==> src/rtl/mem_pkg.sv <==
// mem_pkg: shared types and constants for the data-memory arbiter.
package mem_pkg;
  localparam int DW = 32;
  typedef enum logic [1:0] {S_CPU, S_DMA, S_LOCK} arb_state_t;
  typedef enum logic [1:0] {OWN_NONE, OWN_C, OWN_D} owner_t;
endpackage

==> src/rtl/arb_rr_guard.sv <==
// arb_rr_guard: CPU-priority grant decode with DMA starvation guard and lock.
module arb_rr_guard
  import mem_pkg::*;
#(
  parameter int MAX_CPU_RUN = 4
) (
  input  logic clk,
  input  logic rst_n,
  input  logic c_req,
  input  logic d_req,
  input  logic d_lock,
  output logic c_gnt,
  output logic d_gnt
);
  localparam logic [3:0] MAX = 4'(MAX_CPU_RUN);
  arb_state_t state;
  logic [3:0] cnt;
  logic [3:0] cnt_inc;
  always_comb begin
    c_gnt = (state == S_CPU) ? c_req : (state == S_DMA) ? c_req & ~d_req : 1'b0;
    d_gnt = (state == S_CPU) ? d_req & ~c_req : d_req;
    cnt_inc = (cnt == MAX) ? cnt : cnt + 4'd1;
  end
  // reaching MAX on a CPU grant hands the very next cycle to the DMA
  always_ff @(posedge clk or negedge rst_n) begin
    if (!rst_n) begin
      state <= S_CPU;
      cnt <= '0;
    end else begin
      case (state)
        S_CPU: begin
          if (d_gnt) begin
            cnt <= '0;
            state <= d_lock ? S_LOCK : S_CPU;
          end else if (!d_req) cnt <= '0;
          else if (c_gnt) begin
            cnt <= cnt_inc;
            if (cnt_inc == MAX) state <= S_DMA;
          end
        end
        S_DMA: begin
          cnt <= '0;
          state <= (d_gnt && d_lock) ? S_LOCK : S_CPU;
        end
        S_LOCK: begin
          cnt <= '0;
          if (!d_lock) state <= S_CPU;
        end
        default: state <= S_CPU;
      endcase
    end
  end
endmodule

==> src/rtl/dmem_arbiter.sv <==
// dmem_arbiter: shares the RAM data port between CPU and DMA with tagged read return.
module dmem_arbiter
  import mem_pkg::*;
#(
  parameter int AW = 14,
  parameter int MAX_CPU_RUN = 4
) (
  input  logic          CLK,
  input  logic          RESET,
  input  logic          C_REQ,
  input  logic          C_WE,
  input  logic [3:0]    C_BE,
  input  logic [AW-1:0] C_ADDR,
  input  logic [DW-1:0] C_WD,
  output logic          C_GNT,
  output logic          C_RVALID,
  output logic [DW-1:0] C_RD,
  input  logic          D_REQ,
  input  logic          D_WE,
  input  logic [3:0]    D_BE,
  input  logic [AW-1:0] D_ADDR,
  input  logic [DW-1:0] D_WD,
  input  logic          D_LOCK,
  output logic          D_GNT,
  output logic          D_RVALID,
  output logic [DW-1:0] D_RD,
  output logic [AW-1:0] M_ADDR,
  output logic          M_WE,
  output logic [3:0]    M_BE,
  output logic [DW-1:0] M_WD,
  input  logic [DW-1:0] M_RD
);
  owner_t owner;
  logic [DW-1:0] c_hold;
  logic [DW-1:0] d_hold;
  arb_rr_guard #(.MAX_CPU_RUN(MAX_CPU_RUN)) u_guard (
    .clk(CLK),
    .rst_n(RESET),
    .c_req(C_REQ),
    .d_req(D_REQ),
    .d_lock(D_LOCK),
    .c_gnt(C_GNT),
    .d_gnt(D_GNT)
  );
  always_comb begin
    M_ADDR = D_GNT ? D_ADDR : C_ADDR;
    M_BE = D_GNT ? D_BE : C_BE;
    M_WD = D_GNT ? D_WD : C_WD;
    M_WE = (C_GNT & C_WE) | (D_GNT & D_WE);
    C_RVALID = (owner == OWN_C);
    D_RVALID = (owner == OWN_D);
    C_RD = C_RVALID ? M_RD : c_hold;
    D_RD = D_RVALID ? M_RD : d_hold;
  end
  // holds keep the last delivered word so a non-owner's RD stays put
  always_ff @(posedge CLK or negedge RESET) begin
    if (!RESET) begin
      owner <= OWN_NONE;
      c_hold <= '0;
      d_hold <= '0;
    end else begin
      owner <= (C_GNT & ~C_WE) ? OWN_C : (D_GNT & ~D_WE) ? OWN_D : OWN_NONE;
      c_hold <= C_RD;
      d_hold <= D_RD;
    end
  end
endmodule

==> config.mk <==
export PLATFORM = sky130hd
export DESIGN_NAME = dmem_arbiter
export DESIGN_NICKNAME = d
export VERILOG_FILES = /design/src/rtl/mem_pkg.sv /design/src/rtl/arb_rr_guard.sv /design/src/rtl/dmem_arbiter.sv
export SDC_FILE = /design/constraint.sdc
export NUM_CORES = 1
export LEC_CHECK = 0
export CAP_MARGIN = 20
export CORE_MARGIN = 2
export CORE_UTILIZATION = 35
export DETAILED_ROUTE_END_ITERATION = 10
export PLACE_DENSITY = 0.82
export SETUP_SLACK_MARGIN = 0.3
export SLEW_MARGIN = 30
export SYNTH_ARGS = -nofsm -noshare
export SYNTH_HDL_FRONTEND = slang
export SYNTH_SLANG_ARGS = --single-unit
==> constraint.sdc <==
create_clock -name CLK -period 2.5 [get_ports CLK]
set_input_delay 0.75 -clock CLK [delete_from_list [all_inputs] [get_ports CLK]]
set_output_delay 0.75 -clock CLK [all_outputs]
set_load 0.005 [all_outputs]
==> results.sh, run 1 <==
export IMPL_synth_edff_count=0
export IMPL_synth_avg_cell_area_um2=14.3
export IMPL_multi_input_comb_area_um2=2120
export IMPL_layout_worst_path_cycle_share_pct=115
export IMPL_cts_sinks=72
export IMPL_timing_final_crit_period_ps=2870
export IMPL_routed_length_on_met2_um=10400
export IMPL_cp_data_required_time_ps=1750
export IMPL_hold_viol=0
export IMPL_final_setup_skew_ps=13.9
export IMPL_critical_path_startpoint_type="flop"
export IMPL_critical_path_peak_fanout=6
export IMPL_port_buffer_count=257
export IMPL_post_route_worst_setup_slack_ps=-369
export IMPL_number_of_antenna_violations_at_the_first_check_in_global_routing=1
export IMPL_syn_instance_count=248
export IMPL_grt_pass1_wl_um=23800
export IMPL_wl_met3_um=1370
export IMPL_path_clk_slew_ps=90
export IMPL_leakage_dissipation_nw=4.08
export IMPL_worst_r2r_path_depth=18
export IMPL_sequential_cell_area_um2=1800
export IMPL_worst_skew_pair_late_latency_ps=350
export IMPL_wirelength_um=19200
export IMPL_area_growth_syn_to_layout_pct=140
export IMPL_drv_cap=0
export IMPL_dp_slack_ps=-878
export IMPL_place_detailed_hpwl_um=10800
export IMPL_syn_nets=393
export IMPL_drt_first_pass_iters=4
export IMPL_die_area_um2=11000
export IMPL_die_w_um=105
export IMPL_highest_signal_layer="met5"
export IMPL_ys_dominant_reg_cell="dfrtp_1"
export IMPL_via_count_of_the_first_global_routing_pass=4043
export IMPL_maxSlewHeadroom_pct=70.6
export IMPL_maxSlewViolCount=0
export IMPL_synth_yosys_warnings=0
export IMPL_postRouteAntennaNets=0
export IMPL_die_height_um=105
export IMPL_detailroute_via_count=3808
export IMPL_final_setup_viol_count=102
export IMPL_asyncSetResetFlopFracSynth_pct=100
export IMPL_holdCritPathClass="in -> async"
export IMPL_cts_tree="yes"
export IMPL_worst_setup_path_type="reg -> out"
export IMPL_placement_row_count=36
export IMPL_start_util_pct=36.1
export IMPL_grt_max_degree=49
export IMPL_layout_cells_most_common_list="141 x buf_6, 135 x clkdlybuf4s50_1, 107 x mux2_4"
export IMPL_stdcell_count=784
export IMPL_rsz_0062_raised_after_global_routing="yes"
export IMPL_h_tree_depth=3
export IMPL_detailedRoute_firstIterationViolations=149
export IMPL_synth_seq_area_share_pct=50.8
export IMPL_number_of_storage_elements_in_the_synthesis_netlist=72
export IMPL_place_gp_congestion=0.844
export IMPL_vdd_ir_drop_max_uv=484
export IMPL_syn_area_um2=3550
export IMPL_setup_total_negative_slack_ps=-21230
export IMPL_drive_gt1_share_pct=63.1
export IMPL_synth_lib_cells_used_distinct=31
export IMPL_filler_cell_count=475
export IMPL_peak_clock_frequency_supported_by_timing_ghz=0.349
export IMPL_cp_arrival_ps=2120
export IMPL_power_density_relative_to_cell_area_nw_per_um2=804
export IMPL_avgRoutedWirePerCell_um=24.5
export IMPL_gr_total_overflow=0
export IMPL_mostFrequentLayoutCell="buf_6"
export IMPL_cts_root_buffer="clkbuf_8"
export IMPL_placedCellCount=639
export IMPL_number_of_nets_in_the_finished_design=791
export IMPL_clk_path_buf_depth=2
export IMPL_average_via_count_per_standard_cell=4.86
export IMPL_num_io_pins=258
export IMPL_core_region_area_um2=9820
export IMPL_status="finished, violations left"
export IMPL_tritoncts_num_buffers=9
export IMPL_fin_hold_ws_ps=394
export IMPL_actual_transition_at_the_worst_max_transition_pin_ps=438
export IMPL_total_power_mw=6.83
export IMPL_antenna_diodes=0
export IMPL_kind_of_capture_point_of_the_worst_setup_path="output port"
export IMPL_violations="negative setup slack"
export IMPL_grt_use_total_pct=28.9
export IMPL_route_layer_met1_wl_um=6700
export IMPL_drc=0
state kept, by name (all words and copies together) (netlist names):
name	cells
c_hold	32
d_hold	32
u_guard.cnt	4
owner	2
u_guard.state	2
metrics by stage:
step / utilization, % / area, um^2
after floorplan: - / 3550
after global placement: 64.8 / 6360
after detailed placement: 64.8 / 6360
after CTS: 78.7 / 7730
after global routing: 86.5 / 8500
final: 86.5 / 8500
cells in the mapped netlist (all sizes together), types with 2 or more instances:
master / count / area, um^2
nand2: 3 / 13.8
ha: 6 / 75.1
nor2b: 5 / 31.3
dfrtp: 72 / 1800
o21a: 2 / 15.0
buf: 13 / 96.3
a21oi: 4 / 31.3
nor2: 3 / 11.3
nand4: 2 / 12.5
a22o: 3 / 26.3
mux2: 114 / 1280
inv: 6 / 22.5
layout make-up:
| class | count | area share (%) |
|---|---|---|
| clock buffer | 11 | 1.66 |
| sequential | 72 | 21.2 |
| inverter | 6 | 0.265 |
| multi-input combinational | 156 | 24.9 |
| clock inverter | 5 | 0.457 |
| timing repair buffer | 401 | 49.5 |
| tap | 133 | 1.96 |
critical path, stage by stage, from the launching register on:
cell     delay, ps
dfrtp_1        420
inv_2           80
ha_4           180
a21oi_4        180
buf_12         150
buf_12         120
buf_6           90
buf_6          100
mux2_4         310
buf_6          120
kinds of logic after synthesis:
family / after synthesis / synth area share (%)
muxes: 114 / 36.2
DFF: 72 / 50.8
and+or+nand+nor: 21 / 3.95
buffers and inverters: 20 / 3.49
AOI/OAI and AO/OA: 15 / 3.46
adders and majority gates: 6 / 2.12
final timing paths:
| check | startpoint | to | slack, ps |
|---|---|---|---|
| min | RESET | c_hold[3]$_DFF_PN0_ | 390 |
| max in group asynchronous | RESET | d_hold[18]$_DFF_PN0_ | 1810 |
| max reg2reg | u_guard.state[0]$_DFFE_PN0P_ | u_guard.state[0]$_DFFE_PN0P_ | -320 |
| min reg2reg | c_hold[29]$_DFF_PN0_ | c_hold[29]$_DFF_PN0_ | 500 |
| max | u_guard.state[0]$_DFFE_PN0P_ | M_ADDR[2] | -370 |
| min in group CLK | c_hold[29]$_DFF_PN0_ | c_hold[29]$_DFF_PN0_ | 500 |
timing repair:
action | 4_1_cts | 5_1_grt
cloned | 6 | 5
gates resized for setup | 504 | 205
pin swaps | 4 | 8
setup buffers | 70 | 48
setup endpoints to repair | 119 | 121
endpoints found under the hold margin | 0 | 0
hold buffers | 0 | 0
report_power, final:
part           switching [mW]  internal, mW
sequential              0.192          1.64
combinational            1.44          2.68
clock                   0.473         0.395
layer usage:
metal / vias to the layer above / GRT usage (%)
met3: 45 / 9.11
met5: - / 0
met1: 1885 / 30.5
met2: 187 / 54.3
met4: 2 / 8.95
li1: 1689 / -
No activity file was read; power rests on OpenSTA's default activity.
==> inputs of run 2 (changes only) <==
--- a/config.mk
+++ b/config.mk
@@ -5,12 +5,14 @@
 export SDC_FILE = /design/constraint.sdc
 export NUM_CORES = 1
 export LEC_CHECK = 0
+export ABC_AREA = 1
 export CAP_MARGIN = 20
 export CORE_MARGIN = 2
 export CORE_UTILIZATION = 35
 export DETAILED_ROUTE_END_ITERATION = 10
 export PLACE_DENSITY = 0.82
 export SETUP_SLACK_MARGIN = 0.3
+export SKIP_CTS_REPAIR_TIMING = 1
 export SLEW_MARGIN = 30
 export SYNTH_ARGS = -nofsm -noshare
 export SYNTH_HDL_FRONTEND = slang
==> run 2 against run 1 <==
  * The flow still finishes with violations (negative setup slack)
  * Sequential share of layout area fell by 0.71 points
  * Synthesized cell count rose by 93%
  * Clock power rose by 12%
  * Sequential cell count did not move
  * Register-to-register slack improved by 1100 ps
  * Worst hold slack improved by 18 ps
  * First-iteration DRC count rose by 96%
  * Total power rose by 26%
  * Critical path type unchanged
==> results.sh, run 2 <==
export IMPL_status="finished, violations left"
export IMPL_violations="negative setup slack"
export IMPL_gr_total_overflow=0
export IMPL_critical_path_slowest_cell="dfrtp_1"
export IMPL_leakage_dissipation_nw=4.72
export IMPL_final_core_util_pct=90.0
export IMPL_path_clk_slew_ps=80
export IMPL_via_count_of_the_first_global_routing_pass=4279
export IMPL_maxSlewViolCount=0
export IMPL_dp_slack_ps=-680
export IMPL_synth_edff_count=0
export IMPL_worst_setup_path_type="reg -> out"
export IMPL_tritoncts_num_buffers=9
export IMPL_grt_pass1_wl_um=21300
export IMPL_synth_largest_type_area_fraction_pct=51.1
export IMPL_cts_root_buffer="clkbuf_8"
export IMPL_detailroute_via_count=5206
export IMPL_hold_viol=0
export IMPL_critical_path_startpoint_type="flop"
export IMPL_synth_avg_cell_area_um2=7.37
export IMPL_die_height_um=104
export IMPL_average_via_count_per_standard_cell=5.16
export IMPL_total_power_mw=8.58
export IMPL_post_synth_top_area_cell="dfrtp_1"
export IMPL_place_detailed_hpwl_um=11400
export IMPL_drv_cap=0
export IMPL_internal_power_mw=5.12
export IMPL_post_route_worst_setup_slack_ps=-249
export IMPL_grt_max_degree=38
export IMPL_area_growth_syn_to_layout_pct=150
export IMPL_wirelength_um=22300
export IMPL_synth_yosys_warnings=0
export IMPL_postRouteAntennaNets=0
export IMPL_peak_clock_frequency_supported_by_timing_ghz=0.364
export IMPL_layout_worst_path_cycle_share_pct=110
export IMPL_sequential_cell_area_um2=1800
export IMPL_core_region_area_um2=9770
export IMPL_syn_nets=623
export IMPL_cp_buffers_inverters=7
export IMPL_grt_use_total_pct=25.0
export IMPL_cts_sinks=72
export IMPL_worst_skew_pair_late_latency_ps=380
export IMPL_final_setup_viol_count=53
export IMPL_avgRoutedWirePerCell_um=22.1
export IMPL_synth_lib_cells_used_distinct=16
export IMPL_synth_seq_area_share_pct=51.1
export IMPL_synth_top_cells_by_area="dfrtp_1 51%, nand2_1 25%, o21ai_0 9.5%, inv_1 4.8%, buf_2 2.1%"
export IMPL_critical_path_peak_fanout=7
export IMPL_mostFrequentLayoutCell="nand2_1"
export IMPL_netlist_top_cells_count="233 x nand2_1, 72 x dfrtp_1, 67 x o21ai_0"
export IMPL_kind_of_capture_point_of_the_worst_setup_path="output port"
export IMPL_number_of_storage_elements_in_the_synthesis_netlist=72
export IMPL_crit_path_cell_trace="inv_2, ha_4, nand2_4, inv_4, nor2_4, buf_12, clkinv_8, buf_12, clkbuf_16, nand2_2, nand2_2, clkbuf_2"
export IMPL_max_stage_delay_ps=380
export IMPL_clk_path_buf_depth=2
export IMPL_drive_gt1_share_pct=55.8
export IMPL_worst_r2r_path_depth=13
export IMPL_layout_cells_most_common_list="128 x nand2_1, 111 x clkdlybuf4s50_1, 92 x buf_4"
export IMPL_seq_power_share_pct=24.1
export IMPL_syn_instance_count=478
export IMPL_die_w_um=104
export IMPL_port_buffer_count=257
export IMPL_asyncSetResetFlopFracSynth_pct=100
export IMPL_antenna_diodes=0
export IMPL_start_util_pct=36.1
export IMPL_actual_transition_at_the_worst_max_transition_pin_ps=683
export IMPL_levels_on_crit_path=12
export IMPL_place_gp_congestion=0.951
export IMPL_placement_row_count=36
export IMPL_drc=0
export IMPL_ys_dominant_reg_cell="dfrtp_1"
export IMPL_cp_arrival_ps=2000
export IMPL_net_switching_power_mw=3.45
export IMPL_die_area_um2=10900
export IMPL_crit_family="buffers and inverters"
export IMPL_most_common_cell_in_the_synthesized_netlist="nand2_1"
export IMPL_power_share_switching_pct=40.3
export IMPL_filler_cell_count=401
export IMPL_power_density_relative_to_cell_area_nw_per_um2=975
export IMPL_h_tree_depth=3
export IMPL_comb_power_share_pct=64.6
export IMPL_number_of_nets_in_the_finished_design=1016
export IMPL_syn_area_um2=3520
export IMPL_number_of_antenna_violations_at_the_first_check_in_global_routing=0
export IMPL_num_io_pins=258
export IMPL_maxSlewHeadroom_pct=54.5
export IMPL_holdCritPathClass="in -> async"
export IMPL_reg_largest_list="c_hold (32), d_hold (32), u_guard.cnt (4)"
export IMPL_cp_data_required_time_ps=1750
export IMPL_rrSetupSlack_ps=750
export IMPL_cts_tree="yes"
export IMPL_vdd_ir_drop_max_uv=551
export IMPL_power_frac_clock_pct=11.3
export IMPL_multi_input_comb_area_um2=2540
export IMPL_drt_first_pass_iters=5
export IMPL_final_setup_skew_ps=19.0
export IMPL_timing_final_crit_period_ps=2750
export IMPL_rsz_0062_raised_after_global_routing="yes"
export IMPL_detailedRoute_firstIterationViolations=292
==> run 2: cell count changes after synthesis, sizes merged, moves of 2 or more <==
cell and change:
inv +43, mux2 -114, buf +2, clkbuf +7, nor2 +9, nand2 +234
a21oi -4, nor2b -5, a22o -2, nand3 +4, o21a -2, o22ai +2
o21ai +67
==> run 2: cells by family after synthesis <==
| family | count (synthesis) | synth area share [%] |
|---|---|---|
| simple gates | 257 | 28.3 |
| buf+inv | 72 | 8.20 |
| flops | 72 | 51.1 |
| compound gates | 71 | 10.3 |
| fa+ha+maj | 6 | 2.13 |
==> run 2: power groups by stage <==
stage	clock, mW	combinational (mW)	sequential [mW]
4_1_cts	0.948	3.59	1.81
5_1_grt	1.01	5.77	2.09
3_5_place_dp	0	3.56	1.84
6_report	0.970	5.54	2.06
3_3_place_gp	0	3.47	1.81
2_1_floorplan	0	1.09	1.79
==> run 2: per-layer routing <==
layer | wire [um] | global-route usage (%) | vias up
li1 | - | - | 2268
met1 | 7060 | 24.2 | 2481
met2 | 11900 | 48.4 | 330
met3 | 1700 | 7.58 | 127
met4 | 1620 | 10.4 | 0
met5 | 0 | 0 | -
==> run 2: cell type report <==
type | instances | share of cell area (%)
clock inverters | 5 | 0.640
repair buffers | 405 | 44.2
flip-flops and latches | 72 | 20.5
well taps | 133 | 1.89
inverters | 49 | 2.32
multi-input cells | 334 | 28.9
clock buffers | 10 | 1.56
==> run 2: worst paths after layout <==
kind	startpoint	endpoint
setup reg to reg	u_guard.state[1]$_DFFE_PN0P_	u_guard.state[1]$_DFFE_PN0P_
max in group asynchronous	RESET	d_hold[24]$_DFF_PN0_
hold / removal	RESET	d_hold[26]$_DFF_PN0_
min in group CLK	d_hold[27]$_DFF_PN0_	d_hold[27]$_DFF_PN0_
setup / recovery	u_guard.state[1]$_DFFE_PN0P_	M_ADDR[5]
hold reg to reg	d_hold[27]$_DFF_PN0_	d_hold[27]$_DFF_PN0_
==> run 2: metrics by stage <==
step	instances	area [um^2]	hold WS [ps]	setup TNS [ps]
after floorplan	478	3520	454	0
after global placement	908	6690	477	-49430
after detailed placement	908	6690	485	-53090
after CTS	923	6890	425	-55690
after global routing	1008	8800	458	-9830
final	1008	8800	411	-7430
==> inputs of run 3 (changes only) <==
--- a/config.mk
+++ b/config.mk
@@ -8,12 +8,14 @@
 export ABC_AREA = 1
 export CAP_MARGIN = 20
 export CORE_MARGIN = 2
-export CORE_UTILIZATION = 35
+export CORE_UTILIZATION = 36
 export DETAILED_ROUTE_END_ITERATION = 10
-export PLACE_DENSITY = 0.82
+export PLACE_DENSITY = 0.81
 export SETUP_SLACK_MARGIN = 0.3
 export SKIP_CTS_REPAIR_TIMING = 1
+export SKIP_LAST_GASP = 1
 export SLEW_MARGIN = 30
 export SYNTH_ARGS = -nofsm -noshare
 export SYNTH_HDL_FRONTEND = slang
+export SYNTH_HIERARCHICAL = 1
 export SYNTH_SLANG_ARGS = --single-unit
==> run 3 against run 2 <==
  * The flow still finishes with violations (negative setup slack)
  * Non-clock buffer count down 9
  * Register-to-register slack improved by 60 ps
  * Combinational power fell by 51%
  * Synthesized cell count up 9.0%
  * Utilization down 9.1 points
  * Worst setup slack improved by 150 ps
  * Largest power group unchanged
==> results.sh, run 3 <==
export IMPL_number_of_storage_elements_in_the_synthesis_netlist=72
export IMPL_grtUsageMet1_pct=26.7
export IMPL_critical_path_slowest_cell="dfrtp_1"
export IMPL_leakage_dissipation_nw=4.68
export IMPL_placement_row_count=37
export IMPL_layout_cells_most_common_list="133 x nand2_1, 111 x clkdlybuf4s50_1, 85 x buf_4"
export IMPL_gr_total_overflow=0
export IMPL_holdCritPathClass="in -> async"
export IMPL_synth_lib_cells_used_distinct=23
export IMPL_ys_dominant_reg_cell="dfrtp_1"
export IMPL_grt_max_degree=57
export IMPL_area_growth_syn_to_layout_pct=117
export IMPL_cp_data_required_time_ps=1750
export IMPL_synth_top_cells_by_area="dfrtp_1 47%, nand2_1 19%, nand3_1 8.7%, inv_1 6.7%, o21ai_0 6.6%"
export IMPL_start_util_pct=37.2
export IMPL_core_region_area_um2=10400
export IMPL_place_gp_congestion=0.902
export IMPL_grt_use_total_pct=25.5
export IMPL_vdd_ir_drop_max_uv=489
export IMPL_antenna_diodes=0
export IMPL_num_io_pins=258
export IMPL_drive_gt1_share_pct=43.8
export IMPL_synth_edff_count=0
export IMPL_number_of_nets_in_the_finished_design=1043
export IMPL_startpoint="u_guard/state[1]$_DFFE_PN0P_"
export IMPL_violations="negative setup slack"
export IMPL_layout_worst_path_cycle_share_pct=104
export IMPL_actual_transition_at_the_worst_max_transition_pin_ps=545
export IMPL_synth_yosys_warnings=6
export IMPL_final_setup_skew_ps=9.37
export IMPL_netlist_top_cells_count="197 x nand2_1, 72 x dfrtp_1, 69 x inv_1"
export IMPL_sequential_cell_area_um2=1800
export IMPL_peak_clock_frequency_supported_by_timing_ghz=0.385
export IMPL_most_common_cell_in_the_synthesized_netlist="nand2_1"
export IMPL_worst_setup_path_type="reg -> out"
export IMPL_mostFrequentLayoutCell="nand2_1"
export IMPL_cts_sinks=72
export IMPL_die_area_um2=11600
export IMPL_cp_arrival_ps=1850
export IMPL_die_height_um=108
export IMPL_max_stage_delay_ps=370
export IMPL_average_via_count_per_standard_cell=5.06
export IMPL_crit_path_cell_trace="inv_2, ha_4, nand2_2, inv_2, nor2_4, buf_12, buf_12, buf_12, nand2_1, o21ai_1, clkbuf_2"
export IMPL_synth_largest_type_area_fraction_pct=46.7
export IMPL_grt_met2_usage_pct=48.2
export IMPL_number_of_antenna_violations_at_the_first_check_in_global_routing=0
export IMPL_detailroute_via_count=5255
export IMPL_filler_cell_count=655
export IMPL_drc=0
export IMPL_clk_path_buf_depth=2
export IMPL_cts_tree="yes"
export IMPL_power_density_relative_to_cell_area_nw_per_um2=672
export IMPL_kind_of_capture_point_of_the_worst_setup_path="output port"
export IMPL_critical_path_startpoint_type="flop"
export IMPL_detailedRoute_firstIterationViolations=316
export IMPL_tritoncts_num_buffers=9
export IMPL_maxSlewViolCount=0
export IMPL_place_detailed_hpwl_um=11900
export IMPL_global_route_peak_usage_layer="met2"
export IMPL_h_tree_depth=3
export IMPL_post_route_worst_setup_slack_ps=-96.4
export IMPL_timing_final_crit_period_ps=2600
export IMPL_drv_cap=0
export IMPL_final_setup_viol_count=48
export IMPL_post_synth_top_area_cell="dfrtp_1"
export IMPL_placedCellCount=939
export IMPL_synth_avg_cell_area_um2=7.40
export IMPL_maxSlewHeadroom_pct=63.7
export IMPL_wirelength_um=20300
export IMPL_syn_nets=666
export IMPL_syn_area_um2=3860
export IMPL_grt_pass1_wl_um=22700
export IMPL_rsz_0062_raised_after_global_routing="yes"
export IMPL_final_core_util_pct=80.9
export IMPL_setup_total_negative_slack_ps=-2490
export IMPL_avgRoutedWirePerCell_um=19.6
export IMPL_hold_viol=0
export IMPL_critical_path_peak_fanout=10
export IMPL_reg_largest_list="c_hold (32), d_hold (32), u_guard/cnt (4)"
export IMPL_syn_instance_count=521
export IMPL_status="finished, violations left"
export IMPL_critical_path_most_common_cell="buf_12"
export IMPL_timing_rr_start="u_guard/cnt[0]$_DFFE_PN0P_"
export IMPL_path_clk_slew_ps=80
export IMPL_worst_skew_pair_late_latency_ps=350
export IMPL_synth_seq_area_share_pct=46.7
export IMPL_port_buffer_count=257
export IMPL_globalRouteMet3Util_pct=6.84
export IMPL_drt_first_pass_iters=5
export IMPL_asyncSetResetFlopFracSynth_pct=100
export IMPL_multi_input_comb_area_um2=2100
export IMPL_die_w_um=108
export IMPL_postRouteAntennaNets=0
export IMPL_total_power_mw=5.64
export IMPL_via_count_of_the_first_global_routing_pass=4529
export IMPL_dp_slack_ps=-713
export IMPL_stdcell_count=1038
export IMPL_cts_root_buffer="clkbuf_8"
-- run 3: cell count changes after synthesis, moves of 6 or more --
cell	previous run	this run
inv_1	45	69
nand3_1	5	67
nand2_1	233	197
clkbuf_1	8	2
buf_2	15	7
o21ai_0	67	51
buf_6	0	7
buf_4	0	13
-- run 3: final timing paths --
check                      slack [ps]  cells after the start                      endpoint
max                              -100                     11                     M_ADDR[4]
min                               380                      1          d_hold[26]$_DFF_PN0_
max reg2reg                       810                     11  u_guard/state[1]$_DFFE_PN0P_
min reg2reg                       470                      2          c_hold[24]$_DFF_PN0_
max in group asynchronous        1440                      2           c_hold[2]$_DFF_PN0_
min in group CLK                  470                      2          c_hold[24]$_DFF_PN0_
-- run 3: through the flow --
stage | hold WS, ps | cell area [um^2]
2_1_floorplan | 454 | 3860
3_3_place_gp | 452 | 6830
3_5_place_dp | 457 | 6830
4_1_cts | 389 | 7100
5_1_grt | 413 | 8380
6_report | 378 | 8380
-- run 3: power breakdown --
part           switching, mW  leakage (nW)  internal (mW)
registers              0.158         0.895           1.49
clock network          0.455         0.133          0.788
logic                   1.22          3.65           1.52
total                   1.84          4.68           3.80
-- run 3: final cells by class --
cell class	count	area share, %
clock inverters	5	1.54
repair buffers	396	44.9
multi-input cells	347	25.0
clock buffers	10	1.64
inverters	72	3.40
well taps	136	2.03
flip-flops and latches	72	21.5
-- run 3: metal layers --
layer	wire length [um]	up-vias
met4	921	0
met1	6550	2493
met5	0	-
met2	11200	319
met3	1680	74
li1	-	2369
-- run 3: worst max-delay path, delay by kind of cell (launching register included) --
kind	cells	cell delay [ps]
AOI/OAI and AO/OA	1	90
adders and majority gates	1	160
buffers and inverters	6	640
DFF	1	370
and+or+nand+nor	3	240
-- run 3: kinds of logic after synthesis --
kind of cell / Yosys count / synth area share [%]
compound gates: 59 / 7.88
fa+ha+maj: 6 / 1.95
buf+inv: 103 / 13.1
flops: 72 / 46.7
simple gates: 281 / 30.4
==> RTL change, RTL diff (settings of run 3) <==
Change the package constant `DW` from 32 to 48.
--- a/src/rtl/mem_pkg.sv
+++ b/src/rtl/mem_pkg.sv
@@ -2,3 +2,3 @@
 package mem_pkg;
-  localparam int DW = 32;
+  localparam int DW = 48;
   typedef enum logic [1:0] {S_CPU, S_DMA, S_LOCK} arb_state_t;
Interface: changed (6 resized); port bits go from 258 to 354. The function was not compared with the original's and may differ.
==> RTL change against run 3 <==
  * The flow still finishes with violations (negative setup slack)
  * Sequential power up 48%
  * Worst setup slack worse by 0.11 ns
  * Sequential cell count up 32
  * Power up 38%
  * Fmax down 4.2%
  * Synthesized area up 35%
  * Routed wire length up 49%
  * Hold slack worse by 0.0087 ns
  * Design area up 39%
  * Critical path depth unchanged
  * Count of clock-buffer cells in the layout unchanged
  * Critical path type unchanged
  * Critical endpoint is now M_WD[16]
  * Highest routed layer is now met5
==> RTL change: results <==
metrics = {
    "drt": {
        "finalWirelength_um": 30350,
        "topRoutingLayerUsed": "met5",
        "first_pass_iters": 7,
        "met1_length_um": 10070,
        "vias": 7296,
        "viasPerCell": 5.160,
        "route.met3.wl_um": 3285,
    },
    "timing": {
        "setup-tns-final_ns": -8.688,
        "worst_clock_skew_ns": 0.006617,
        "worst_slack_ns": -0.2108,
        "setup_viol": 75,
        "slew_headroom": 0.6583,
    },
    "final_layout": {
        "fillCellCount": 857,
        "stdcell_area_um2": 11640,
        "multi_input_area_um2": 2919,
        "layout.comb_gates.multi_input": 474,
        "largestRegisters": "c_hold x48, d_hold x48, u_guard/cnt x4",
        "diodes": 8,
        "seq_share": 0.2237,
        "layout.nonclk_buf_frac": 0.4505,
        "inv_count": 89,
        "n_all_buffers": 539,
    },
    "grt": {
        "grt_pass1_vias": 6266,
        "use_met3": 0.1456,
        "antenna_found_initial": 15,
        "met2_usage": 0.4998,
        "track_usage": 0.2996,
        "use_met1": 0.3098,
    },
    "outcome": {
        "violations": "negative setup slack",
        "status": "finished with violations",
    },
    "setup_path": {
        "r2r_setup_slack_ns": 0.79,
        "r2r-end": "c_hold[35]$_DFF_PN0_",
    },
    "clock_network": {
        "cts_root_buffer": "clkbuf_16",
    },
    "power_and_ir_drop": {
        "clock_power_share": 0.170,
        "p_leak_uw": 0.006493,
    },
    "synthesis": {
        "synth_common_cells": "279 x nand2_1, 104 x dfrtp_1, 99 x nand3_1",
        "synth.area.top_cells": "dfrtp_1 50%, nand2_1 20%, nand3_1 9.5%",
        "synth_cell_types": 19,
    },
    "placement": {
        "placed_area_um2": 9497,
    },
    "floorplanning": {
        "die_area_um2": 15480,
    },
}
-- RTL change: cell families (layout without fill, tap and decap cells) --
| group | count (synthesis) | in the layout | share of synthesized area |
|---|---|---|---|
| DFF | 104 | 104 | 0.4986 |
| AOI/OAI and AO/OA | 75 | 75 | 0.07358 |
| buffers and inverters | 133 | 644 | 0.1035 |
| adders and majority gates | 6 | 6 | 0.01438 |
| and+or+nand+nor | 393 | 393 | 0.3099 |
| other | 0 | 8 | 0 |
-- RTL change: worst max-delay path, delay by kind of cell, from the launching register on --
| family | cells | cell delay, ns |
|---|---|---|
| AND/OR/NAND/NOR | 3 | 0.23 |
| adder cells (fa/ha/maj) | 1 | 0.17 |
| buffers and inverters | 6 | 0.72 |
| flip-flops | 1 | 0.37 |
| AO/OA/AOI/OAI | 1 | 0.11 |
